**src/rtl/boot_load_ctrl.sv**
```systemverilog
// UART boot loader: parses an A5/LEN/payload frame into 32-bit memory writes, then releases the core.
// Optional trailing XOR checksum byte is enabled by defining BOOT_CHECKSUM_EN.
module boot_load_ctrl #(
   parameter int unsigned       ADDR_W         = 16,
   parameter logic [ADDR_W-1:0] BASE_ADDR      = '0,
   parameter int unsigned       TIMEOUT_CYCLES = 1_000_000
) (
   input  logic              clk,
   input  logic              rst_n,
   input  logic [7:0]        rx_data,
   input  logic              rx_valid,
   output logic              mem_valid,
   output logic [ADDR_W-1:0] mem_addr,
   output logic [31:0]       mem_wdata,
   input  logic              mem_ready,
   output logic              core_rst,
   output logic              boot_done,
   output logic [1:0]        err_code
);

   localparam int unsigned CNT_W = $clog2(TIMEOUT_CYCLES + 1);

   localparam logic [2:0] IDLE   = 3'd0;
   localparam logic [2:0] LEN_LO = 3'd1;
   localparam logic [2:0] LEN_HI = 3'd2;
   localparam logic [2:0] DATA   = 3'd3;
   localparam logic [2:0] CSUM   = 3'd4;
   localparam logic [2:0] FINISH = 3'd5;
   localparam logic [2:0] DONE   = 3'd6;
   localparam logic [2:0] ERROR  = 3'd7;

   localparam logic [7:0] SYNC = 8'hA5;

`ifdef BOOT_CHECKSUM_EN
   localparam logic [2:0] AFTER_DATA = CSUM;
`else
   localparam logic [2:0] AFTER_DATA = FINISH;
`endif

   logic [2:0]       state;
   logic [7:0]       len_lo;
   logic [15:0]      words_left;
   logic [1:0]       byte_idx;
   logic [23:0]      asm_word;
   logic [CNT_W-1:0] idle_cnt;
`ifdef BOOT_CHECKSUM_EN
   logic [7:0]       csum;
`endif

   logic        accept;
   logic        timing;
   logic        timeout;
   logic        sync_seen;
   logic [15:0] n_words;

   always_comb begin
      accept    = mem_valid & mem_ready;
      timing    = (state == LEN_LO) || (state == LEN_HI) || (state == DATA) || (state == CSUM);
      // A byte arriving on the terminal count wins over the timeout.
      timeout   = timing && !rx_valid && (idle_cnt == CNT_W'(TIMEOUT_CYCLES));
      sync_seen = rx_valid && (rx_data == SYNC);
      n_words   = {rx_data, len_lo};
   end

   assign core_rst  = (state != DONE);
   assign boot_done = (state == DONE);

   always_ff @(posedge clk or negedge rst_n) begin
      if (!rst_n) begin
         state      <= IDLE;
         len_lo     <= '0;
         words_left <= '0;
         byte_idx   <= '0;
         asm_word   <= '0;
         idle_cnt   <= '0;
         mem_valid  <= 1'b0;
         mem_addr   <= BASE_ADDR;
         mem_wdata  <= '0;
         err_code   <= 2'd0;
`ifdef BOOT_CHECKSUM_EN
         csum       <= '0;
`endif
      end else begin
         if (accept) begin
            mem_valid <= 1'b0;
            mem_addr  <= mem_addr + ADDR_W'(4);
         end

         if (!timing || rx_valid || timeout) idle_cnt <= '0;
         else                                idle_cnt <= idle_cnt + CNT_W'(1);

         if (timeout) begin
            state     <= ERROR;
            err_code  <= 2'd3;
            mem_valid <= 1'b0;
         end else begin
            case (state)
               IDLE, ERROR: begin
                  if (sync_seen) begin
                     state    <= LEN_LO;
                     err_code <= 2'd0;
                     mem_addr <= BASE_ADDR;
                     byte_idx <= '0;
`ifdef BOOT_CHECKSUM_EN
                     csum     <= '0;
`endif
                  end
               end
               LEN_LO: if (rx_valid) begin
                  len_lo <= rx_data;
                  state  <= LEN_HI;
               end
               LEN_HI: if (rx_valid) begin
                  words_left <= n_words;
                  state      <= (n_words != 16'd0) ? DATA : AFTER_DATA;
               end
               DATA: if (rx_valid) begin
                  byte_idx <= byte_idx + 2'd1;
                  asm_word <= {rx_data, asm_word[23:8]};
`ifdef BOOT_CHECKSUM_EN
                  csum     <= csum ^ rx_data;
`endif
                  if (byte_idx == 2'd3) begin
                     if (mem_valid && !mem_ready) begin
                        // Previous word still stalled: abort and drop it.
                        state     <= ERROR;
                        err_code  <= 2'd2;
                        mem_valid <= 1'b0;
                     end else begin
                        mem_valid  <= 1'b1;
                        mem_wdata  <= {rx_data, asm_word};
                        words_left <= words_left - 16'd1;
                        if (words_left == 16'd1) state <= AFTER_DATA;
                     end
                  end
               end
`ifdef BOOT_CHECKSUM_EN
               CSUM: if (rx_valid) begin
                  if (rx_data == csum) begin
                     state <= FINISH;
                  end else begin
                     state     <= ERROR;
                     err_code  <= 2'd1;
                     mem_valid <= 1'b0;
                  end
               end
`endif
               FINISH: if (!mem_valid) state <= DONE;
               DONE: ;
               default: state <= IDLE;
            endcase
         end
      end
   end

endmodule

```
**config.mk**
```make
export PLATFORM = sky130hd
export DESIGN_NAME = boot_load_ctrl
export DESIGN_NICKNAME = d
export VERILOG_FILES = /design/src/rtl/boot_load_ctrl.sv
export SDC_FILE = /design/constraint.sdc
export NUM_CORES = 1
export LEC_CHECK = 0
export ABC_AREA = 1
export BUFFER_PORTS_ARGS = -buffer_cell sky130_fd_sc_hd__buf_2
export CORE_MARGIN = 4
export CORE_UTILIZATION = 38
export DETAILED_ROUTE_END_ITERATION = 10
export SLEW_MARGIN = 20
export SYNTH_ARGS = -nofsm -noshare
export SYNTH_HDL_FRONTEND = slang
export SYNTH_SLANG_ARGS = --single-unit
export TNS_END_PERCENT = 50
```
**constraint.sdc**
```tcl
create_clock -name clk -period 1.7 [get_ports clk]
set_input_delay 0.34 -clock clk [delete_from_list [all_inputs] [get_ports clk]]
set_output_delay 0.34 -clock clk [all_outputs]
set_load 0.01 [all_outputs]
```
==> flow_summary.json, run 1 <==
{
  "cp-end-kind": "output port",
  "dieArea_sq_mm": 0.01814,
  "p_leak_nw": 3.759,
  "async_reset_ff_share_pct": 100.0,
  "overflow": 0,
  "synthTopCellsByArea": "dfrtp_1 (50%), nand2_1 (10%), inv_1 (5.6%)",
  "drtIter0Drc": 288,
  "finalNonFillerCells": 1078,
  "clock-sinks": 122,
  "hold_start": "rx_data[3]",
  "cp.required_ns": 1.36,
  "floorplan.initialDensity_pct": 38.53,
  "fmax_mhz": 614.4,
  "clkSlewWorstSetupHoldPaths_ns": 0.06,
  "drc": 0,
  "regToRegEndpoint": "idle_cnt[18]",
  "power.share.sequential_pct": 37.2,
  "grt_pass1_vias": 4868,
  "period_needed_ns": 1.627,
  "syn_inst": 744,
  "synth-seq-area-share_pct": 50.06,
  "cp_slowest_cell": "dfrtp_2",
  "place_inst": 1031,
  "clock_path_buffers": 2,
  "rsz0062_at_grt": "yes",
  "p_total_w": 0.01099,
  "netlist_area_sq_mm": 0.006098,
  "whs_path_depth": 3,
  "path_buf_inv": 2,
  "synth_top_area_share_pct": 50.06,
  "multi_input_area_sq_mm": 0.002641,
  "dp_hpwl_mm": 10.45,
  "drtAntennaViolNets": 0,
  "final-setup-viol-count": 0,
  "layout.nets": 867,
  "reg2reg_from": "idle_cnt[0]",
  "reg2regPathDepth": 7,
  "pwr-share-clk_pct": 32.0,
  "crit_arrival_ns": 1.29,
  "fp.dieH_um": 134.7,
  "ys_ff_latch": 122,
  "rrSetupSlack_ns": 0.08,
  "finish.utilization_pct": 48.60,
  "combPwrFrac_pct": 30.8,
  "htree_num_levels": 4,
  "switchingPower_w": 0.004021,
  "fin_crit_sh_pct": 95.73,
  "grt_pass1_wl_mm": 24.16,
  "ir_drop_uv": 882.4,
  "synth-edff-count": 0,
  "maxCapViolCount": 0,
  "yosys_warnings": 0,
  "stdcell_area_sq_mm": 0.007692,
  "row_count": 46,
  "pwr_density_cell_mw_per_mm2": 1429,
  "die_w_um": 134.7,
  "netSwitchingFraction_pct": 36.57,
  "clk_latency_ns": 0.42,
  "crit_fanout": 5,
  "final-seq-area_sq_mm": 0.003058,
  "io_pins": 65,
  "num_vias": 5205,
  "min_to": "asm_word[19]",
  "cp_top_family": "flip-flops",
  "cpPeakStageDelay_ns": 0.46,
  "outcome": "complete, no violations",
  "place.gp.congestion": 0.9045,
  "antenna_found_initial": 0,
  "portBuffers": 62,
  "core_region_area_sq_mm": 0.01583,
  "worst-setup-path-type": "flip-flop to output port",
  "cts_tree": "done",
  "drive_above_1_share_pct": 25.52,
  "dr.pass1.iters": 5,
  "num_antenna_cells": 0,
  "maxSlewViolCount": 0,
  "avgSynthCellArea_sq_um": 8.197,
  "final_common_cell": "nand2_1",
  "hold_viol": 0,
  "layout_common_cells": "nand2_1 (167), dfrtp_1 (118), inv_1 (86), nor2_1 (70), buf_2 (61)",
  "ys.flop_type": "dfrtp_1",
  "yosys.area.top_type": "dfrtp_1",
  "min_path_type": "input port to flip-flop",
  "crit_chain": "nor2_4, nand2_2, inv_1, buf_2",
  "root_buffer": "clkbuf_16",
  "synth_cell_types": 39,
  "numCtsBuffers": 17,
  "area_delta_synth_final_pct": 26.14,
  "internal_power_w": 0.006974,
  "wire_per_inst_um": 14.30,
  "track_usage_pct": 16.78,
  "startpoint_type": "flip-flop",
  "route.detailed.vias_per_inst": 4.828,
  "grt_max_degree": 66,
  "fillers": 1524,
  "placed_cell_area_sq_mm": 0.006823,
  "routed_wirelength_mm": 15.41,
  "fin_worst_skew_ns": 0.005708
}
==> tightest hold or removal path, delay by kind of cell <==
family	cells	cell delay (ns)
compound gates	1	0.06
buf+inv	1	0.13
simple gates	1	0.06
==> layout make-up <==
class / instances / area share (%)
Clock buffer: 18 / 5.709
Clock inverter: 14 / 1.773
Inverter: 98 / 4.782
Multi-Input combinational cell: 502 / 34.34
Sequential cell: 122 / 39.75
Tap cell: 216 / 3.513
Timing Repair Buffer: 108 / 10.13
==> Yosys cell counts, types with 3 or more instances <==
cell type,number
inv_1,91
nand2_1,169
buf_2,10
ha_1,6
nor2_1,77
o21ai_0,47
o21ai_1,24
o21a_1,4
clkbuf_1,3
nand3_1,43
nand4_1,11
a21oi_1,18
o22ai_1,4
dfrtp_1,122
buf_4,3
inv_2,7
nor3_1,22
o211ai_1,3
nor3b_1,5
xnor2_1,3
xor2_1,12
nor2_2,6
buf_6,7
o21ai_2,23
nand2_2,5
==> repair_timing <==
action / in CTS / in global routing
endpoints found under the hold margin: 7 / 0
hold buffers: 1 / 0
resized for setup: 3 / 36
cloned: 0 / 3
pin swaps: 0 / 12
setup buffers: 1 / 10
setup endpoints to repair: 2 / 41
==> power by group through the flow <==
stage / sequential, W / combinational (W) / clock [W]
2_1_floorplan: 0.00405 / 0.00212 / 0
3_3_place_gp: 0.00411 / 0.00302 / 0
3_5_place_dp: 0.00412 / 0.00307 / 0
4_1_cts: 0.00407 / 0.00313 / 0.00360
5_1_grt: 0.00417 / 0.00383 / 0.00374
6_report: 0.00409 / 0.00339 / 0.00352
==> worst max-delay path by stage <==
| stage | startpoint | to | slack, ns | depth (start not counted) |
|---|---|---|---|---|
| after floorplan | words_left[0] | words_left[14] | 0.15 | 9 |
| after global placement | mem_valid | words_left[9] | 0.09 | 11 |
| after detailed placement | rx_data[5] | err_code[0] | 0.02 | 10 |
| after CTS | state[0] | boot_done | 0.001 | 4 |
| after global routing | idle_cnt[0] | idle_cnt[18] | -0.03 | 7 |
| final | state[0] | boot_done | 0.07 | 4 |
==> per-stage QoR <==
stage          setup TNS [ns]  worst slack [ns]  hold slack, ns
2_1_floorplan               0            0.1461         0.04441
3_3_place_gp                0           0.08994          0.1978
3_5_place_dp                0           0.01929          0.1956
4_1_cts                     0          0.001295          0.1926
5_1_grt               -0.1382          -0.02984          0.2113
6_report                    0           0.07251          0.2005
==> routing by layer <==
layer  share of wire [%]  GRT usage (%)  up-vias
li1                    -              -     2603
met1                  48          23.79     2438
met2                  45          24.62      137
met3                 5.0          4.247       27
met4                 2.1          6.787        0
met5                   0              0        -
==> kinds of logic (layout without fill, tap and decap cells) <==
family                   after synthesis  count (layout)  synth area share, %
other                                  1               2              0.06149
buffers and inverters                121             238                8.699
flip-flops                           122             122                50.06
AND/OR/NAND/NOR                      349             349                24.99
adder cells (fa/ha/maj)                6               6                1.231
XOR/XNOR                              15              15                2.154
AO/OA/AOI/OAI                        130             130                12.80
==> state kept, by name, indices dropped and copies added (netlist names) <==
signal and flops:
asm_word 24, words_left 16, len_lo 8, byte_idx 2
err_code 2, mem_addr 14, idle_cnt 20, state 3
mem_valid 1, mem_wdata 32
Power figures use the tool's default switching activity.
==> run 2: changes to the inputs <==
--- a/config.mk
+++ b/config.mk
@@ -5,7 +5,6 @@
 export SDC_FILE = /design/constraint.sdc
 export NUM_CORES = 1
 export LEC_CHECK = 0
-export ABC_AREA = 1
 export BUFFER_PORTS_ARGS = -buffer_cell sky130_fd_sc_hd__buf_2
 export CORE_MARGIN = 4
 export CORE_UTILIZATION = 38
==> flow_summary.json, run 2 <==
{
  "layout.nets": 725,
  "avgSynthCellArea_sq_um": 10.27,
  "dp_hpwl_mm": 9.407,
  "worst_slack_ns": -0.3262,
  "grt-busiest-layer": "met2",
  "clock-sinks": 122,
  "final_common_cell": "dfrtp_1",
  "io_pins": 65,
  "clk_latency_ns": 0.42,
  "grtUsageMet2_pct": 27.73,
  "cp_top_family": "simple AND/OR/NAND/NOR gates",
  "finish.utilization_pct": 54.77,
  "crit_fanout": 4,
  "reg2reg_from": "words_left[10]",
  "place_inst": 854,
  "dr.pass1.iters": 5,
  "reg2regPathDepth": 5,
  "synth_top_area_share_pct": 53.66,
  "outcome": "finished, violations left",
  "fmax_mhz": 493.5,
  "reg_top3": "mem_wdata: 32 flops, asm_word: 24 flops, idle_cnt: 20 flops",
  "routed_wirelength_mm": 14.44,
  "numCtsBuffers": 17,
  "crit_arrival_ns": 2.36,
  "place_ws_ns": -0.3322,
  "grt_use_met1_pct": 23.17,
  "synthTopCellsByArea": "dfrtp_1 (54%), nand2_1 (6.9%), mux2_2 (5.5%)",
  "maxSlewViolCount": 0,
  "path_buf_inv": 0,
  "largest_reg_flops": 32,
  "drtAntennaViolNets": 0,
  "final-setup-viol-count": 28,
  "drtIter0Drc": 265,
  "antenna_found_initial": 0,
  "clock_path_buffers": 2,
  "rsz0062_at_grt": "yes",
  "core_region_area_sq_mm": 0.01459,
  "grt_pass1_vias": 4761,
  "floorplan.initialDensity_pct": 39.00,
  "yosys.area.top_type": "dfrtp_1",
  "met3_usage_pct": 4.748,
  "cp-end-kind": "flip-flop",
  "cts_tree": "done",
  "worst-setup-path-type": "flip-flop to flip-flop",
  "regToRegEndpoint": "state[0]",
  "place.gp.congestion": 0.8328,
  "die_w_um": 130.4,
  "p_leak_nw": 3.843,
  "min_path_type": "input port to flip-flop",
  "crit_cells": 5,
  "ir_drop_uv": 826.4,
  "drive_above_1_share_pct": 41.25,
  "synth-edff-count": 0,
  "wire_per_inst_um": 15.98,
  "layout_common_cells": "dfrtp_1 (120), nand2_1 (103), buf_4 (77), buf_2 (61), nor2_1 (30)",
  "synth_commonest_cells": "dfrtp_1 (122), nand2_1 (104), nor2_1 (51)",
  "rrSetupSlack_ns": -0.33,
  "track_usage_pct": 17.57,
  "portBuffers": 62,
  "whs_path_depth": 3,
  "num_antenna_cells": 0,
  "pwr_density_cell_mw_per_mm2": 1448,
  "startpoint_type": "flip-flop",
  "synth-seq-area-share_pct": 53.66,
  "ys.flop_type": "dfrtp_1",
  "syn_inst": 554,
  "p_total_w": 0.01157,
  "fin_crit_sh_pct": 119.2,
  "maxCapViolCount": 0,
  "period_needed_ns": 2.026,
  "netlist_area_sq_mm": 0.005689,
  "yosysMostFrequentCell": "dfrtp_1",
  "cp_slowest_cell": "or4_4",
  "min_to": "mem_addr[3]",
  "hold_start": "mem_ready",
  "num_vias": 4737,
  "fp.dieH_um": 130.4,
  "htree_num_levels": 4,
  "async_reset_ff_share_pct": 100.0,
  "overflow": 0,
  "cpPeakStageDelay_ns": 0.54,
  "grt_max_degree": 39,
  "fin_worst_skew_ns": 0.009786,
  "crit_top_cell": "or4_4",
  "dieArea_sq_mm": 0.01699,
  "cp.required_ns": 2.04,
  "root_buffer": "clkbuf_16",
  "synth_cell_types": 61,
  "ys_ff_latch": 122,
  "grt_pass1_wl_mm": 23.43,
  "registers.top_by_ff_count": "mem_wdata",
  "hold_viol": 0,
  "failed_checks": "setup timing",
  "row_count": 44,
  "clkSlewWorstSetupHoldPaths_ns": 0.06,
  "drc": 0,
  "area_delta_synth_final_pct": 40.44,
  "route.detailed.vias_per_inst": 5.240,
  "crit_chain": "or4_4, or4_4, o31ai_4, a311oi_1, nor3_1",
  "yosys_warnings": 0,
  "finalNonFillerCells": 904
}
run 2: cell count changes in the layout (fill, tap and decap cells not counted), moves of 14 or more:
cell	previous run	this run
nand2_1	167	103
o21ai_2	25	1
inv_1	86	9
o21ai_1	22	1
nor2_1	70	30
o21ai_0	47	20
nand3_1	38	20
mux2_2	0	28
buf_4	37	77
nor3_1	20	6
run 2: cell type report:
| cell class | instances | area [sq um] |
|---|---|---|
| flip-flops and latches | 122 | 3055 |
| multi-input cells | 398 | 2806 |
| well taps | 184 | 230.2 |
| fillers | 1271 | 6599 |
| clock inverters | 15 | 163.9 |
| clock buffers | 17 | 425.4 |
| inverters | 10 | 37.54 |
| repair buffers | 158 | 1271 |
run 2: how the worst max path moves through the flow:
stage,start,slack (ns),end
floorplan,words_left[10],-0.29,state[1]
global placement,words_left[10],-0.30,state[1]
detailed placement,words_left[10],-0.33,state[1]
CTS,words_left[10],-0.32,state[1]
global route,words_left[11],-0.38,state[1]
finish,words_left[10],-0.33,state[0]
run 2: repair_timing:
| action | in CTS | in global routing |
|---|---|---|
| setup buffers | 2 | 9 |
| hold buffers | 1 | 0 |
| pin swaps | 5 | 27 |
| setup endpoints to repair | 55 | 93 |
| gates resized for setup | 11 | 77 |
| cloned | 2 | 4 |
| hold endpoints to repair | 27 | 0 |
run 2: cells by family after synthesis:
family	after synthesis	synth area share (%)
other	1	0.06591
buffers and inverters	35	2.881
XOR/XNOR	29	4.464
flip-flops	122	53.66
multiplexers	43	8.467
adder cells (fa/ha/maj)	6	1.320
AO/OA/AOI/OAI	71	8.204
AND/OR/NAND/NOR	247	20.94
run 2: where the power goes:
part / switching (W) / internal [W]
clock network: 0.00142 / 0.00218
registers: 0.000570 / 0.00365
logic: 0.00184 / 0.00191
run 2: worst reg2reg max path: stages (launching register included):
cell and delay, ns:
dfrtp_1 0.37, or4_4 0.54, or4_4 0.46, o31ai_4 0.25
a311oi_1 0.13, nor3_1 0.19
run 2: per-stage QoR:
step | area, sq um | TNS, ns | hold slack, ns
CTS | 7526 | -1.839 | 0.2129
global placement | 6817 | -3.100 | 0.3065
global route | 7990 | -6.593 | 0.2345
floorplan | 5722 | -3.060 | 0.04441
finish | 7990 | -2.758 | 0.2311
detailed placement | 6817 | -4.600 | 0.3115
run 2: metal layers:
| layer | routed length [um] | vias to the layer above |
|---|---|---|
| met5 | 0 | - |
| met4 | 357 | 0 |
| met3 | 815 | 34 |
| met2 | 6901 | 138 |
| met1 | 6367 | 2325 |
| li1 | - | 2240 |
==> run 3: changes to the inputs <==
--- a/config.mk
+++ b/config.mk
@@ -6,9 +6,13 @@
 export NUM_CORES = 1
 export LEC_CHECK = 0
 export BUFFER_PORTS_ARGS = -buffer_cell sky130_fd_sc_hd__buf_2
+export CELL_PAD_IN_SITES_DETAIL_PLACEMENT = 0
+export CELL_PAD_IN_SITES_GLOBAL_PLACEMENT = 1
 export CORE_MARGIN = 4
 export CORE_UTILIZATION = 38
 export DETAILED_ROUTE_END_ITERATION = 10
+export HOLD_SLACK_MARGIN = 0.15
+export PLACE_DENSITY_LB_ADDON = 0.1
 export SLEW_MARGIN = 20
 export SYNTH_ARGS = -nofsm -noshare
 export SYNTH_HDL_FRONTEND = slang
==> flow_summary.json, run 3 (synthesis gave the netlist of run 2 again) <==
{
  "fp.dieH_um": 130.4,
  "hold_slack_ns": 0.2068,
  "drc": 0,
  "p_total_w": 0.01154,
  "dp_hpwl_mm": 9.596,
  "layout_common_cells": "dfrtp_1 (121), nand2_1 (102), buf_4 (83), buf_2 (61), nor2_1 (35)",
  "drive_above_1_share_pct": 37.78,
  "row_count": 44,
  "cpPeakStageDelay_ns": 0.54,
  "rrSetupSlack_ns": -0.39,
  "wire_per_inst_um": 15.33,
  "grt_pass1_vias": 4612,
  "reg_top3": "mem_wdata: 32 flops, asm_word: 24 flops, idle_cnt: 20 flops",
  "drtAntennaViolNets": 0,
  "reg2reg_from": "words_left[10]",
  "drtIter0Drc": 190,
  "p_leak_nw": 3.811,
  "dr.pass1.iters": 4,
  "startpoint_type": "flip-flop",
  "reg2regPathDepth": 5,
  "crit_top_cell": "or4_4",
  "maxCapViolCount": 0,
  "crit_arrival_ns": 2.41,
  "routed_wirelength_mm": 13.86,
  "cp-startpoint": "words_left[10]",
  "clkSlewWorstSetupHoldPaths_ns": 0.06,
  "crit_path_end": "state[0]",
  "fin_crit_sh_pct": 122.8,
  "crit_fanout": 4,
  "registers.top_by_ff_count": "mem_wdata",
  "overflow": 0,
  "final-setup-viol-count": 30,
  "die_w_um": 130.4,
  "floorplan.initialDensity_pct": 39.00,
  "maxSlewViolCount": 0,
  "core_region_area_sq_mm": 0.01459,
  "cp.required_ns": 2.02,
  "rsz0062_at_grt": "yes",
  "largest_reg_flops": 32,
  "clock-sinks": 122,
  "clk_latency_ns": 0.42,
  "route.detailed.vias_per_inst": 5.049,
  "cp_slowest_cell": "or4_4",
  "min_path_type": "input port to flip-flop",
  "worst_slack_ns": -0.3883,
  "grt_pass1_wl_mm": 23.11,
  "final_common_cell": "dfrtp_1",
  "io_pins": 65,
  "antenna_found_initial": 0,
  "cts_tree": "done",
  "fmax_mhz": 478.9,
  "finish.utilization_pct": 53.70,
  "ir_drop_uv": 787.8,
  "fin_worst_skew_ns": 0.01261,
  "regToRegEndpoint": "state[0]",
  "worst-setup-path-type": "flip-flop to flip-flop",
  "crit_chain": "or4_4, or4_4, o31ai_4, a311oi_1, nor3_1",
  "portBuffers": 62,
  "num_vias": 4564,
  "place.gp.congestion": 0.8557,
  "area_delta_synth_final_pct": 37.70,
  "period_needed_ns": 2.088,
  "failed_checks": "setup timing",
  "dieArea_sq_mm": 0.01699,
  "grt_max_degree": 33,
  "numCtsBuffers": 17,
  "track_usage_pct": 17.39,
  "root_buffer": "clkbuf_16",
  "num_antenna_cells": 0,
  "hold_viol": 0,
  "outcome": "finished, violations left",
  "layout.nets": 726,
  "clock_path_buffers": 2,
  "htree_num_levels": 4,
  "cp-end-kind": "flip-flop",
  "pwr_density_cell_mw_per_mm2": 1474
}
==> run 3: power breakdown <==
| group | switching [W] | total, W | internal [W] |
|---|---|---|---|
| Combinational | 0.00179 | 0.00354 | 0.00176 |
| Sequential | 0.000535 | 0.00419 | 0.00365 |
| Clock | 0.00129 | 0.00381 | 0.00252 |
| Total | 0.00361 | 0.0115 | 0.00793 |
==> run 3: per-layer routing <==
layer / vias to the layer above / wire (um) / global-route usage (%) / share of wire, %
li1: 2243 / - / - / -
met1: 2226 / 6548 / 23.12 / 47
met2: 81 / 6652 / 27.76 / 48
met3: 14 / 479 / 3.930 / 3.5
met4: 0 / 179 / 6.776 / 1.3
met5: - / 0 / 0 / 0
==> run 3: what timing repair did <==
action	in CTS	in global routing
gates resized for setup	8	46
pin swaps	6	23
endpoints found under the setup margin	54	110
hold buffers	1	0
cloned	1	3
buffers inserted	4	5
endpoints found under the hold margin	28	0
==> run 3: worst min path at each step <==
stage / startpoint / end / cells after the start
2_1_floorplan: rst_n / asm_word[0] / 0
3_3_place_gp: rst_n / mem_wdata[4] / 1
3_5_place_dp: rst_n / mem_wdata[4] / 1
4_1_cts: rx_data[7] / asm_word[23] / 3
5_1_grt: rx_data[7] / asm_word[23] / 3
6_report: rx_data[7] / asm_word[23] / 3
==> run 3: final cells by class <==
type                    count  area (sq um)
flip-flops and latches    122          3054
clock inverters            11         167.7
repair buffers            159          1210
clock buffers              20         456.7
well taps                 184         230.2
fillers                  1298          6755
multi-input cells         398          2678
inverters                  10         37.54
==> run 3: per-stage QoR <==
| stage | cells | instance area, sq um | TNS (ns) | setup slack (ns) |
|---|---|---|---|---|
| 2_1_floorplan | 555 | 5722 | -3.060 | -0.2904 |
| 3_3_place_gp | 860 | 6849 | -3.680 | -0.2985 |
| 3_5_place_dp | 860 | 6849 | -3.976 | -0.3345 |
| 4_1_cts | 897 | 7569 | -1.905 | -0.3403 |
| 5_1_grt | 904 | 7834 | -7.947 | -0.4267 |
| 6_report | 904 | 7834 | -3.041 | -0.3883 |
==> run 3: worst max-delay path, delay by kind of cell, from the launching register on <==
family             cells  cell delay [ns]
DFF                    1             0.37
and+or+nand+nor        3             1.23
AOI/OAI and AO/OA      2             0.40
